==> src/rtl/fifo_reg_dual.sv <==
// fifo_reg_dual: single-clock, register-based FIFO for the USB3300 sniffer
// capture path. It supports simultaneous read and write, any depth >= 2,
// registered or first-word-fall-through read, an occupancy output, a
// synchronous flush and sticky overflow/underflow flags.
//
// Handshake: a write is taken on a rising clk edge when wr_dv=1 and wr_full=0.
// A read is taken on a rising clk edge when rd_en=1 and rd_empty=0. Both
// decisions use the state before the edge and can be taken in the same cycle.
// A request made against a full or empty FIFO is dropped and sets the sticky
// overflow or underflow flag. rd_valid qualifies rd_DATA. In registered mode
// it pulses for one cycle after each accepted read. In FWFT mode it follows
// ~rd_empty, and rd_en pops the word that is currently on rd_DATA.
module fifo_reg_dual #(
  parameter int DATA_WIDTH       = 8,
  parameter int DATA_DEPTH       = 16,
  parameter int ALMOST_FULL_VAL  = 12,
  parameter int ALMOST_EMPTY_VAL = 4,
  parameter int FWFT             = 0,
  localparam int LW              = $clog2(DATA_DEPTH + 1)
) (
  input  logic                  clk,
  input  logic                  rst,
  input  logic                  flush,
  input  logic                  clr_err,
  input  logic                  wr_dv,
  input  logic [DATA_WIDTH-1:0] wr_DATA,
  output logic                  wr_full,
  output logic                  wr_almost_full,
  input  logic                  rd_en,
  output logic [DATA_WIDTH-1:0] rd_DATA,
  output logic                  rd_valid,
  output logic                  rd_empty,
  output logic                  rd_almost_empty,
  output logic [LW-1:0]         level,
  output logic                  overflow,
  output logic                  underflow
);

  localparam int          PW    = $clog2(DATA_DEPTH);
  localparam logic [31:0] AF_U  = ALMOST_FULL_VAL;
  localparam logic [31:0] AE_U  = ALMOST_EMPTY_VAL;
  localparam logic [PW-1:0] LAST = PW'(DATA_DEPTH - 1);

  logic [DATA_WIDTH-1:0] mem [DATA_DEPTH];
  logic [PW-1:0]         wr_ptr;
  logic [PW-1:0]         rd_ptr;
  logic [LW-1:0]         level_q;
  logic                  wr_acc;
  logic                  rd_acc;

  // The pointers wrap explicitly at DATA_DEPTH-1, so a depth that is not a
  // power of two works without relying on binary rollover.
  function automatic logic [PW-1:0] ptr_inc(input logic [PW-1:0] p);
    return (p == LAST) ? '0 : p + 1'b1;
  endfunction

  // The status flags are decoded from the occupancy count alone.
  always_comb begin
    level           = level_q;
    wr_full         = (level_q == LW'(DATA_DEPTH));
    rd_empty        = (level_q == '0);
    wr_almost_full  = (32'(level_q) >= AF_U);
    rd_almost_empty = (32'(level_q) <= AE_U);
  end

  // Accept decisions. Flush masks both sides for the cycle it is asserted.
  always_comb begin
    wr_acc = ~flush & wr_dv & ~wr_full;
    rd_acc = ~flush & rd_en & ~rd_empty;
  end

  // The storage array is not reset. Only slots below level are ever observed.
  always_ff @(posedge clk) begin
    if (wr_acc) mem[wr_ptr] <= wr_DATA;
  end

  // Pointers and occupancy. Flush returns the FIFO to the empty state.
  always_ff @(posedge clk or negedge rst) begin
    if (!rst) begin
      wr_ptr  <= '0;
      rd_ptr  <= '0;
      level_q <= '0;
    end else if (flush) begin
      wr_ptr  <= '0;
      rd_ptr  <= '0;
      level_q <= '0;
    end else begin
      if (wr_acc) wr_ptr <= ptr_inc(wr_ptr);
      if (rd_acc) rd_ptr <= ptr_inc(rd_ptr);
      level_q <= level_q + LW'(wr_acc) - LW'(rd_acc);
    end
  end

  // Sticky error flags. If a new error arrives in the same cycle as clr_err,
  // the flag is set. Flush suppresses new error events.
  always_ff @(posedge clk or negedge rst) begin
    if (!rst) begin
      overflow  <= 1'b0;
      underflow <= 1'b0;
    end else begin
      overflow  <= (overflow  & ~clr_err) | (~flush & wr_dv & wr_full);
      underflow <= (underflow & ~clr_err) | (~flush & rd_en & rd_empty);
    end
  end

  generate
    if (FWFT == 0) begin : g_reg_read
      logic [DATA_WIDTH-1:0] rd_data_q;
      logic                  rd_valid_q;

      // Registered read. Data lands one edge after the pop and is then held.
      always_ff @(posedge clk or negedge rst) begin
        if (!rst) begin
          rd_data_q  <= '0;
          rd_valid_q <= 1'b0;
        end else if (flush) begin
          rd_valid_q <= 1'b0;
        end else begin
          rd_valid_q <= rd_acc;
          if (rd_acc) rd_data_q <= mem[rd_ptr];
        end
      end

      assign rd_DATA  = rd_data_q;
      assign rd_valid = rd_valid_q;
    end else begin : g_fwft_read
      // The head word is always shown on rd_DATA. rd_en acknowledges it.
      assign rd_DATA  = mem[rd_ptr];
      assign rd_valid = ~rd_empty;
    end
  endgenerate

endmodule

==> config.mk <==
export PLATFORM = sky130hd
export DESIGN_NAME = fifo_reg_dual
export DESIGN_NICKNAME = d
export VERILOG_FILES = /design/src/rtl/fifo_reg_dual.sv
export SDC_FILE = /design/constraint.sdc
export NUM_CORES = 1
export LEC_CHECK = 0
export ABC_AREA = 1
export CAP_MARGIN = 20
export CORE_ASPECT_RATIO = 1.5
export CORE_MARGIN = 4
export CORE_UTILIZATION = 30
export DETAILED_ROUTE_END_ITERATION = 12
export GPL_ROUTABILITY_DRIVEN = 0
export PLACE_DENSITY = 0.55
export SETUP_SLACK_MARGIN = 0.02
export SKIP_CTS_REPAIR_TIMING = 1
export SYNTH_ARGS = -nofsm -noshare
export SYNTH_HDL_FRONTEND = slang
export SYNTH_SLANG_ARGS = --single-unit
==> constraint.sdc <==
create_clock -name clk -period 2.95 [get_ports clk]
set_clock_uncertainty 0.2 [all_clocks]
set_input_delay 0.7375 -clock clk [delete_from_list [all_inputs] [get_ports clk]]
set_output_delay 0.7375 -clock clk [all_outputs]
set_load 0.01 [all_outputs]
==> results <==
- The cell type with the largest total area after synthesis is edfxtp_1.
- The longest clock path from root to sink contains 2 buffers.
- TritonCTS built the clock tree.
- Port buffering added 33 buffers.
- Counting instances in the post-synthesis netlist gives the leading cell types as 213 x nand2_1, 128 x edfxtp_1, 113 x inv_1.
- The clock transition time at the flip-flop clock pins of the worst setup and hold paths is approximately 0.07 ns.
- The sequential-to-total area share from yosys stat is 64.6%.
- The category of the most critical setup path is reg -> out.
- The critical register-to-register path startpoint is level[2].
- The critical path goes through inv_1, ha_1, a221o_1, clkdlybuf4s50_1.
- The clock tree synthesis step divided the H-tree into 4 levels.
- After layout, the worst path uses a little over nine tenths of the clock period.
- The number of ports placed on the die boundary is 34.
- The worst path meets setup with between 0.07 and 0.08 ns of slack.
- The count of final setup violators is 0.
- For the finished layout, the period the worst path requires is between 2 and 3 ns.
- At the pin with the least slew margin, the transition time is between 0.6 and 0.7 ns.
- The synthesized netlist net count is roughly 710.
- The ratio of total power to cell area is approximately 800 mW/mm^2.
- The cell area after placement is 0.00765 mm^2.
- The floorplan has 67 rows.
- For this configuration, the core starts out at a cell density of 30.6%.
- Once detailed placement completed, the half-perimeter wirelength came to 10600 um.
- Using the TritonRoute via totals, the vias-per-cell ratio works out to 4.49.
- The required time at the endpoint of the critical path is between 2 and 2.5 ns.
- The worst voltage drop across the vdd grid is roughly 540 uV.
- The die height is ~190 um.
- The first global-routing pass estimated roughly 25000 um of wire.
- The count of mapped cells out of synthesis is ~690.
- The top cell type's share of synthesized area is between 50 and 60%.
- For this run, the number of Yosys warnings is 0.
- The worst setup path is launched from a flip-flop.
- The worst hold endpoint is rd_DATA[4].
- After the last flow step, the layout net total stands at around 780.
- Prior to clock tree synthesis, the placed netlist has a worst setup slack of -0.130 ns.
- Of the cells placed in the final design, the portion with a size suffix greater than 1 is between 10% and 20%.
- Setup repair after global routing left no endpoint under its margin.
- After detailed routing, the average wire length per cell comes to 15.5 um.
- The number of antenna violations at the first check in global routing is 0.
- The finished cells cover 0.00826 mm^2.
- The worst hold path belongs to the class reg -> reg.
- The maximum number of pins on one net before global-route repair is 67.
- The number of optimization iterations in the first detailed-route pass is 4.
- The first routing iteration left 322 violations.
- Counting the buffers created by CTS gives 17.
- The maximum fanout along the worst path is 5.
- Global routing finished with a remaining overflow of 0.
- The number of global-route vias before repair is 4695.
- The hold path depth is 2.
- The floorplan step set the die width to ~130 um.
- The synthesized area divided by synthesized cell count is 10.0 um^2.
- Fill cells in the final layout number roughly 2200.
- Across all layers, the routed design uses 4647 vias.
- The synthesis-stage register bit count is 152.
- The setup check on the worst reg-to-reg path leaves a slack of slightly above 0.3 ns.
- The DRC violations left is 0.
- Adding up every negative setup slack in the final design gives 0 ns.
- The tree built by TritonCTS fans out to around 150 sinks.
- The post-synthesis cell area is 0.00688 mm^2.
- The most common flop cell mapped by yosys is edfxtp_1.
- Sorting the synthesized cells by area gives the leading types as edfxtp_1 56%, nand2_1 12%, dfrtp_1 8.7%, nand3_1 7.5%, inv_1 6.2%.
- The number of max-capacitance violations reported is 0.
- The count of pins over their slew limit is 0.
- The logic depth of the worst register-to-register path is 15.
- In this run the critical register-to-register path is captured at level[4].
- In this design, the stage delay of the slowest critical-path cell is 0.50 ns.
- The static leakage power is between 0.003 and 0.004 uW.
- Yosys mapped a number of flops with a built-in enable equal to roughly 130.
- The source of the worst hold timing path is rd_DATA[4].
- The highest attainable clock frequency is 348 MHz.
- The worst max-slew margin expressed relative to the limit is ~56%.
- The remaining antenna violation count after routing is 0.
- The final layout contains routed wiring with a total length of around 16000 um.
- The clock root buffer master is clkbuf_16.
- The worst setup path is captured at a primary output.
- In this run the standard cell core region covers between 0.02 and 0.025 mm^2.
- The number of antenna diodes in the final layout is 0.
- The data arrival time at the worst-slack endpoint is 1.93 ns.
- The number of distinct library cell variants in the gate-level netlist after synthesis is 29.
- Compared with the post-synthesis result, the final layout area differs by 20.0%.
- Clock latency on the worst-skew pair, taken at its later pin, is around 0.43 ns.
- The fraction of synthesis flops using an asynchronous set or reset pin is 15.8%.
- The flow ran to the end, and the final reports show no timing, DRC or antenna violations.
- The floorplan die area is 0.0255 mm^2.
- The final-report hold violation count is 0.
- The worst-path cell with the longest stage delay is clkdlybuf4s50_1.
- The most common cell in the netlist is nand2_1.
- The total global-route track usage is about an eighth.
sequential cells by signal, indices dropped and copies added (netlist names):
| name | count |
|---|---|
| level | 5 |
| mem | 128 |
| overflow | 1 |
| rd_ptr | 4 |
| rd_valid | 1 |
| wr_ptr | 4 |
| underflow | 1 |
| rd_DATA | 8 |
cells in the final DEF, fill, tap and decap left out, types with 2 or more instances in the layout:
master	instances
inv_4	2
nand3_2	2
ha_1	14
clkinv_4	2
dfrtp_2	2
dlymetal6s2s_1	2
nand2_1	213
nand3_1	103
inv_2	8
a22oi_1	2
o21ai_1	4
nor2_1	22
nor2_2	2
inv_1	112
a21oi_1	6
clkdlybuf4s50_1	31
o21ai_0	6
inv_6	5
inv_8	2
dfrtp_1	22
buf_4	37
edfxtp_1	128
clkbuf_16	18
area by class of cell:
cell class / instances / area, um^2 / share of cell area (%)
clock buffer: 19 / 464 / 5.62
clock inverter: 13 / 131 / 1.59
inverter: 120 / 450 / 5.45
multi-input combinational: 384 / 1790 / 21.7
sequential: 152 / 4450 / 53.8
tap: 276 / 345 / 4.18
timing repair buffer: 71 / 633 / 7.66
per-layer routing:
metal  vias to the layer above  share of wire, %  GRT usage [%]  wire length, um
li1                       2328                 -              -                -
met2                        96                54           23.7             8640
met1                      2190                38           13.5             6150
met5                         -                 0              0                0
met4                         0               3.8           6.70              603
met3                        33               3.7           2.49              597
power breakdown:
part | switching [uW] | internal, uW
sequential | 83.6 | 2460
clock | 903 | 1260
combinational | 1250 | 732
total | 2240 | 4450
worst max-delay path, delay by kind of cell, from the launching register on:
family	cells	cell delay, ns
flops	1	0.37
compound gates	1	0.34
buf+inv	2	0.61
fa+ha+maj	1	0.19
worst max-delay path by stage:
stage | startpoint | to | slack (ns) | cells after the start
4_1_cts | level[4] | wr_almost_full | -0.01 | 4
2_1_floorplan | flush | level[4] | 0.32 | 15
5_1_grt | level[4] | wr_almost_full | 0.01 | 4
6_report | level[4] | wr_almost_full | 0.08 | 4
3_3_place_gp | flush | level[4] | -0.06 | 14
3_5_place_dp | flush | level[4] | -0.13 | 14
logic make-up after synthesis:
group,Yosys count,synth area share (%)
simple gates,345,21.0
flops,152,64.6
buf+inv,149,9.45
compound gates,23,2.00
fa+ha+maj,15,2.84
xor+xnor,1,0.127
stage by stage:
| step | util, % | power (uW) | instances | hold WS, ns |
|---|---|---|---|---|
| after detailed placement | 34.0 | 4590 | 1002 | 0.266 |
| final | 36.8 | 6690 | 1035 | 0.280 |
| after CTS | 36.7 | 6770 | 1034 | 0.290 |
| after global routing | 36.8 | 7080 | 1035 | 0.314 |
| after global placement | 34.0 | 4580 | 1002 | 0.273 |
| after floorplan | - | 3910 | 685 | 0.242 |
Power figures use the tool's default switching activity.
